===== config.mk =====
export PLATFORM = sky130hd
export DESIGN_NAME = lcd_window_writer
export DESIGN_NICKNAME = d
export VERILOG_FILES = /design/src/rtl/lcd_window_writer.sv
export SDC_FILE = /design/constraint.sdc
export NUM_CORES = 1
export LEC_CHECK = 0
export CAP_MARGIN = 20
export CORE_MARGIN = 1.5
export CORE_UTILIZATION = 40
export CTS_CLUSTER_SIZE = 40
export DETAILED_ROUTE_END_ITERATION = 8
export PLACE_DENSITY_LB_ADDON = 0.3
export SYNTH_ARGS = -nofsm -noshare
export SYNTH_HDL_FRONTEND = slang
export SYNTH_SLANG_ARGS = --single-unit

===== constraint.sdc =====
create_clock -name clk -period 3.1 [get_ports clk]
set_clock_uncertainty 0.2 [all_clocks]
set_input_delay 0.465 -clock clk [delete_from_list [all_inputs] [get_ports clk]]
set_output_delay 0.465 -clock clk [all_outputs]
set_load 0.005 [all_outputs]

===== src/rtl/lcd_window_writer.sv =====
// rtl/lcd_window_writer.sv - window command sequencer and pixel forwarder for the LCD SPI serializer
//
// Purpose:
//   Accepts a rectangular window request, writes the CASET/RASET/RAMWR command
//   bytes into the 9-bit command FIFO, waits until the serializer has finished
//   sending them, then forwards exactly width*height pixel words from the
//   upstream valid/ready stream into the pixel FIFO.
//
// Ports:
//   clk, rst              clock, asynchronous active-high reset
//   start                 window request strobe (sampled in IDLE only)
//   x0, x1, y0, y1        inclusive window bounds
//   ready                 high while idle
//   done                  one-cycle pulse after the last pixel is written
//   err                   one-cycle pulse when a start is rejected
//   cmd_full, cmd_empty   command FIFO status
//   cmd_wr, cmd_data      command FIFO write port (bit 8 = DC, [7:0] byte)
//   pix_full              pixel FIFO full
//   pix_wr, pix_out       pixel FIFO write port
//   lcd_busy              serializer busy flag
//   pix_valid, pix_data   upstream pixel stream
//   pix_ready             upstream pixel ready

module lcd_window_writer #(
  parameter int COORD_W = 8,
  parameter int CNT_W   = 2*COORD_W+1
) (
  input  logic               clk,
  input  logic               rst,
  input  logic               start,
  input  logic [COORD_W-1:0] x0,
  input  logic [COORD_W-1:0] x1,
  input  logic [COORD_W-1:0] y0,
  input  logic [COORD_W-1:0] y1,
  output logic               ready,
  output logic               done,
  output logic               err,
  input  logic               cmd_full,
  input  logic               cmd_empty,
  output logic               cmd_wr,
  output logic [8:0]         cmd_data,
  input  logic               pix_full,
  output logic               pix_wr,
  output logic [15:0]        pix_out,
  input  logic               lcd_busy,
  input  logic               pix_valid,
  input  logic [15:0]        pix_data,
  output logic               pix_ready
);

  typedef enum logic [2:0] {
    S_IDLE   = 3'd0,
    S_CMD    = 3'd1,
    S_WAIT   = 3'd2,
    S_PIXELS = 3'd3,
    S_DONE   = 3'd4
  } state_t;

  localparam logic [3:0] LAST_IDX = 4'd10;

  state_t             state, state_nxt;
  logic [3:0]         idx;
  logic [CNT_W-1:0]   count;
  logic [COORD_W-1:0] bx0, bx1, by0, by1;
  logic               err_q;

  logic               bad_window;
  logic               accept;
  logic [CNT_W-1:0]   width, height;
  logic [15:0]        ex0, ex1, ey0, ey1;

  assign bad_window = (x1 < x0) || (y1 < y0);
  assign accept     = (state == S_IDLE) && start && !bad_window;

  // Widened before subtracting so a full-range span (2^COORD_W) does not wrap.
  assign width  = CNT_W'(x1) - CNT_W'(x0) + CNT_W'(1);
  assign height = CNT_W'(y1) - CNT_W'(y0) + CNT_W'(1);

  // Coordinates go to the panel as 16-bit values, high byte first.
  assign ex0 = 16'(bx0);
  assign ex1 = 16'(bx1);
  assign ey0 = 16'(by0);
  assign ey1 = 16'(by1);

  // Command byte ROM, indexed by the current sequence position.
  always_comb begin
    cmd_data = 9'h000;
    case (idx)
      4'd0:    cmd_data = {1'b0, 8'h2A};
      4'd1:    cmd_data = {1'b1, ex0[15:8]};
      4'd2:    cmd_data = {1'b1, ex0[7:0]};
      4'd3:    cmd_data = {1'b1, ex1[15:8]};
      4'd4:    cmd_data = {1'b1, ex1[7:0]};
      4'd5:    cmd_data = {1'b0, 8'h2B};
      4'd6:    cmd_data = {1'b1, ey0[15:8]};
      4'd7:    cmd_data = {1'b1, ey0[7:0]};
      4'd8:    cmd_data = {1'b1, ey1[15:8]};
      4'd9:    cmd_data = {1'b1, ey1[7:0]};
      4'd10:   cmd_data = {1'b0, 8'h2C};
      default: cmd_data = 9'h000;
    endcase
  end

  always_ff @(posedge clk or posedge rst) begin
    if (rst) begin
      state <= S_IDLE;
    end else begin
      state <= state_nxt;
    end
  end

  always_comb begin
    state_nxt = state;
    ready     = 1'b0;
    done      = 1'b0;
    cmd_wr    = 1'b0;
    pix_ready = 1'b0;
    pix_wr    = 1'b0;
    case (state)
      S_IDLE: begin
        ready = 1'b1;
        if (accept) begin
          state_nxt = S_CMD;
        end
      end
      S_CMD: begin
        cmd_wr = !cmd_full;
        if (cmd_wr && (idx == LAST_IDX)) begin
          state_nxt = S_WAIT;
        end
      end
      S_WAIT: begin
        // Both conditions together mean RAMWR has fully left the serializer,
        // so a pixel cannot overtake it through the serializer's priority.
        if (cmd_empty && !lcd_busy) begin
          state_nxt = S_PIXELS;
        end
      end
      S_PIXELS: begin
        pix_ready = !pix_full;
        pix_wr    = pix_valid && pix_ready;
        if (pix_wr && (count == CNT_W'(1))) begin
          state_nxt = S_DONE;
        end
      end
      S_DONE: begin
        done      = 1'b1;
        state_nxt = S_IDLE;
      end
      default: begin
        state_nxt = S_IDLE;
      end
    endcase
  end

  assign pix_out = pix_data;
  assign err     = err_q;

  always_ff @(posedge clk or posedge rst) begin
    if (rst) begin
      idx   <= '0;
      count <= '0;
      bx0   <= '0;
      bx1   <= '0;
      by0   <= '0;
      by1   <= '0;
      err_q <= 1'b0;
    end else begin
      err_q <= (state == S_IDLE) && start && bad_window;
      if (accept) begin
        bx0   <= x0;
        bx1   <= x1;
        by0   <= y0;
        by1   <= y1;
        idx   <= '0;
        count <= width * height;
      end else begin
        if (cmd_wr) begin
          idx <= idx + 4'd1;
        end
        if (pix_wr) begin
          count <= count - CNT_W'(1);
        end
      end
    end
  end

endmodule

==> results.json <==
{
  "grt_first_pass_wirelength_um": 33130,
  "antenna_found_initial": 0,
  "highest_layer": "met4",
  "yosysUniqueCellTypes": 67,
  "violations": "design-rule violations, negative setup slack",
  "area_delta_synth_final_pct": 56.42,
  "clock_path_buffers": 2,
  "period_minus_slack_ns": 6.723,
  "routed_wl_um": 21470,
  "wl_met3_um": 757,
  "clock_sinks": 57,
  "regArea_um2": 1426,
  "routed-wl-met2_um": 11320,
  "place.gp.congestion": 0.8729,
  "crit_start": "x0[0]",
  "cts_buffers": 9,
  "row_count": 49,
  "synthFlopType": "dfrtp_1",
  "ant_nets": 0,
  "syn_inst": 823,
  "cts_hold_buf": 0,
  "tns_ns": -40.18,
  "cp_slowest_stage_delay_ns": 0.56,
  "cp_max_fo": 4,
  "final_common_cell": "buf_4",
  "hold_violations": 0,
  "setup.worst_path.class": "in -> reg",
  "ioPinCount": 87,
  "root_buffer": "clkbuf_16",
  "r2r_start": "count[3]",
  "cts_tree": "built",
  "crit_family": "adder cells",
  "synth-seq-cells": 57,
  "overflow": 0,
  "fin_nets": 1271,
  "die-area_um2": 19380,
  "initial_core_util_pct": 41.02,
  "pre_cts_ws_ns": -4.552,
  "cp_slowest_cell": "fa_1",
  "cp-end-kind": "register",
  "clkTransAtPathRegs_ns": 0.06,
  "first_iter_violations": 210,
  "vias_per_cell": 5.108,
  "clock.fmax_mhz": 148.7,
  "avgSynthCellArea_um2": 9.015,
  "critPathMostFrequentCell": "fa_1",
  "grtUsageTotal_pct": 21.30,
  "drive_gt1_share_pct": 44.56,
  "arrival_ns": 6.74,
  "yosysWarnings": 0,
  "core-area_um2": 18090,
  "n_antenna_cell": 0,
  "async_flop_share_pct": 100.0,
  "die_y_um": 139.2,
  "hold_class": "in -> reg",
  "worst_pin_slew_ns": 0.5901,
  "slew_violations": 0,
  "rsz0062_at_grt": "yes",
  "synth_enable_flop_cells": 0,
  "grt_pass1_vias": 6935,
  "vias": 6661,
  "synth_area_um2": 7420,
  "syn_nets": 1024,
  "dieWidth_um": 139.2,
  "relSlewSlack_pct": 60.16,
  "drtPass1Iterations": 6,
  "fin_ws_ns": -3.623,
  "cp.required_ns": 3.12,
  "wl_met1_um": 8793,
  "period_share_pct": 216.9,
  "wire_per_inst_um": 16.46,
  "numPortBuffers": 54,
  "cp-start-kind": "input port",
  "place_area_um2": 9769,
  "cp_num_buf_inv": 7,
  "final-setup-viol-count": 14,
  "cts.htree.levels": 3,
  "clk_latency_ns": 0.34,
  "status": "finished with violations",
  "multi_input_area_um2": 6570,
  "hpwl_um": 15560,
  "drv_cap": 0,
  "fill_cells": 1359,
  "grt_max_degree": 58,
  "drc": 2,
  "fin_area_um2": 11610,
  "mostFrequentLayoutCells": "buf_4, inv_1, fa_1",
  "yosysSeqAreaShare_pct": 19.22,
  "min_from": "y1[0]"
}
cell families after synthesis:
kind of cell	synth area share [%]
AND/OR/NAND/NOR	15.38
XOR/XNOR	8.482
buffers and inverters	9.663
flip-flops	19.22
AO/OA/AOI/OAI	9.781
adder cells (fa/ha/maj)	32.34
multiplexers	5.126
layer usage:
layer	up-vias	track usage [%]
met4	0	6.047
met2	163	39.76
met1	3293	25.45
met5	-	0
li1	3157	-
met3	48	2.901
timing repair:
item,in CTS,in global routing
cloned,0,5
buffers inserted,31,35
endpoints found under the setup margin,54,52
resized for setup,128,138
pin swaps,83,123
path summary, 6_finish.rpt:
path                        endpoint  slack [ns]  cells past startpoint
setup / recovery           count[15]       -3.62                     30
hold / removal                by1[0]        0.17                      2
setup reg to reg           count[14]        0.35                      9
hold reg to reg             count[7]        0.27                      1
max in group asynchronous     by0[6]        2.11                      3
min in group asynchronous   count[8]        0.30                      3
cell type report:
| cell class | instances | area share [%] |
|---|---|---|
| clock buffers | 9 | 1.940 |
| clock inverters | 7 | 0.5067 |
| inverters | 142 | 4.743 |
| multi-input cells | 591 | 56.61 |
| flip-flops and latches | 57 | 12.29 |
| well taps | 229 | 2.469 |
| repair buffers | 269 | 21.44 |
registers in the layout, summed over array words and instances, names as in the netlist:
name   flops
bx1        8
err        1
idx        4
bx0        8
count     17
state      3
by0        8
by1        8
per-stage QoR:
step           utilization (%)  hold WS, ns  instances
2_1_floorplan                -       0.2513        823
3_3_place_gp             54.02       0.2764       1226
3_5_place_dp             54.02       0.2836       1226
4_1_cts                  59.11       0.1527       1271
5_1_grt                  64.17       0.1628       1304
6_report                 64.17       0.1667       1304
cells in the mapped netlist, types with 2 or more instances:
library cell | count | area share (%)
inv_1 | 139 | 7.0
nor2_1 | 85 | 4.3
fa_1 | 78 | 21
ha_1 | 67 | 11
nand2_1 | 58 | 2.9
dfrtp_1 | 57 | 19
xnor2_1 | 36 | 4.2
mux2_2 | 31 | 4.7
xor2_1 | 27 | 3.2
a21oi_1 | 26 | 1.8
o21ai_0 | 17 | 1.1
buf_4 | 16 | 1.6
clkbuf_1 | 16 | 0.81
nor3_1 | 16 | 1.1
nand3_1 | 13 | 0.88
and2_1 | 9 | 0.76
and3_1 | 9 | 0.76
o21a_1 | 9 | 0.91
a22oi_1 | 8 | 0.81
a21o_1 | 7 | 0.71
nand2b_1 | 7 | 0.59
nor2b_1 | 7 | 0.59
a211oi_1 | 5 | 0.51
a31oi_1 | 5 | 0.42
nor3b_1 | 5 | 0.51
nand4_1 | 4 | 0.34
nor4_1 | 4 | 0.34
o21ai_1 | 4 | 0.27
o21bai_1 | 3 | 0.30
o22ai_1 | 3 | 0.25
or4b_1 | 3 | 0.40
a221oi_1 | 2 | 0.24
and3b_1 | 2 | 0.24
inv_2 | 2 | 0.10
mux2i_1 | 2 | 0.27
o2111ai_1 | 2 | 0.24
o211ai_1 | 2 | 0.20
o21ba_2 | 2 | 0.27
o31ai_1 | 2 | 0.20
o41ai_1 | 2 | 0.24
or2_2 | 2 | 0.17
or3_1 | 2 | 0.17
or4_1 | 2 | 0.20
xnor3_1 | 2 | 0.61
Power is left out: the tool's default activity adds up to more than one toggle a clock period on the data nets, which glitch-free logic cannot reach.
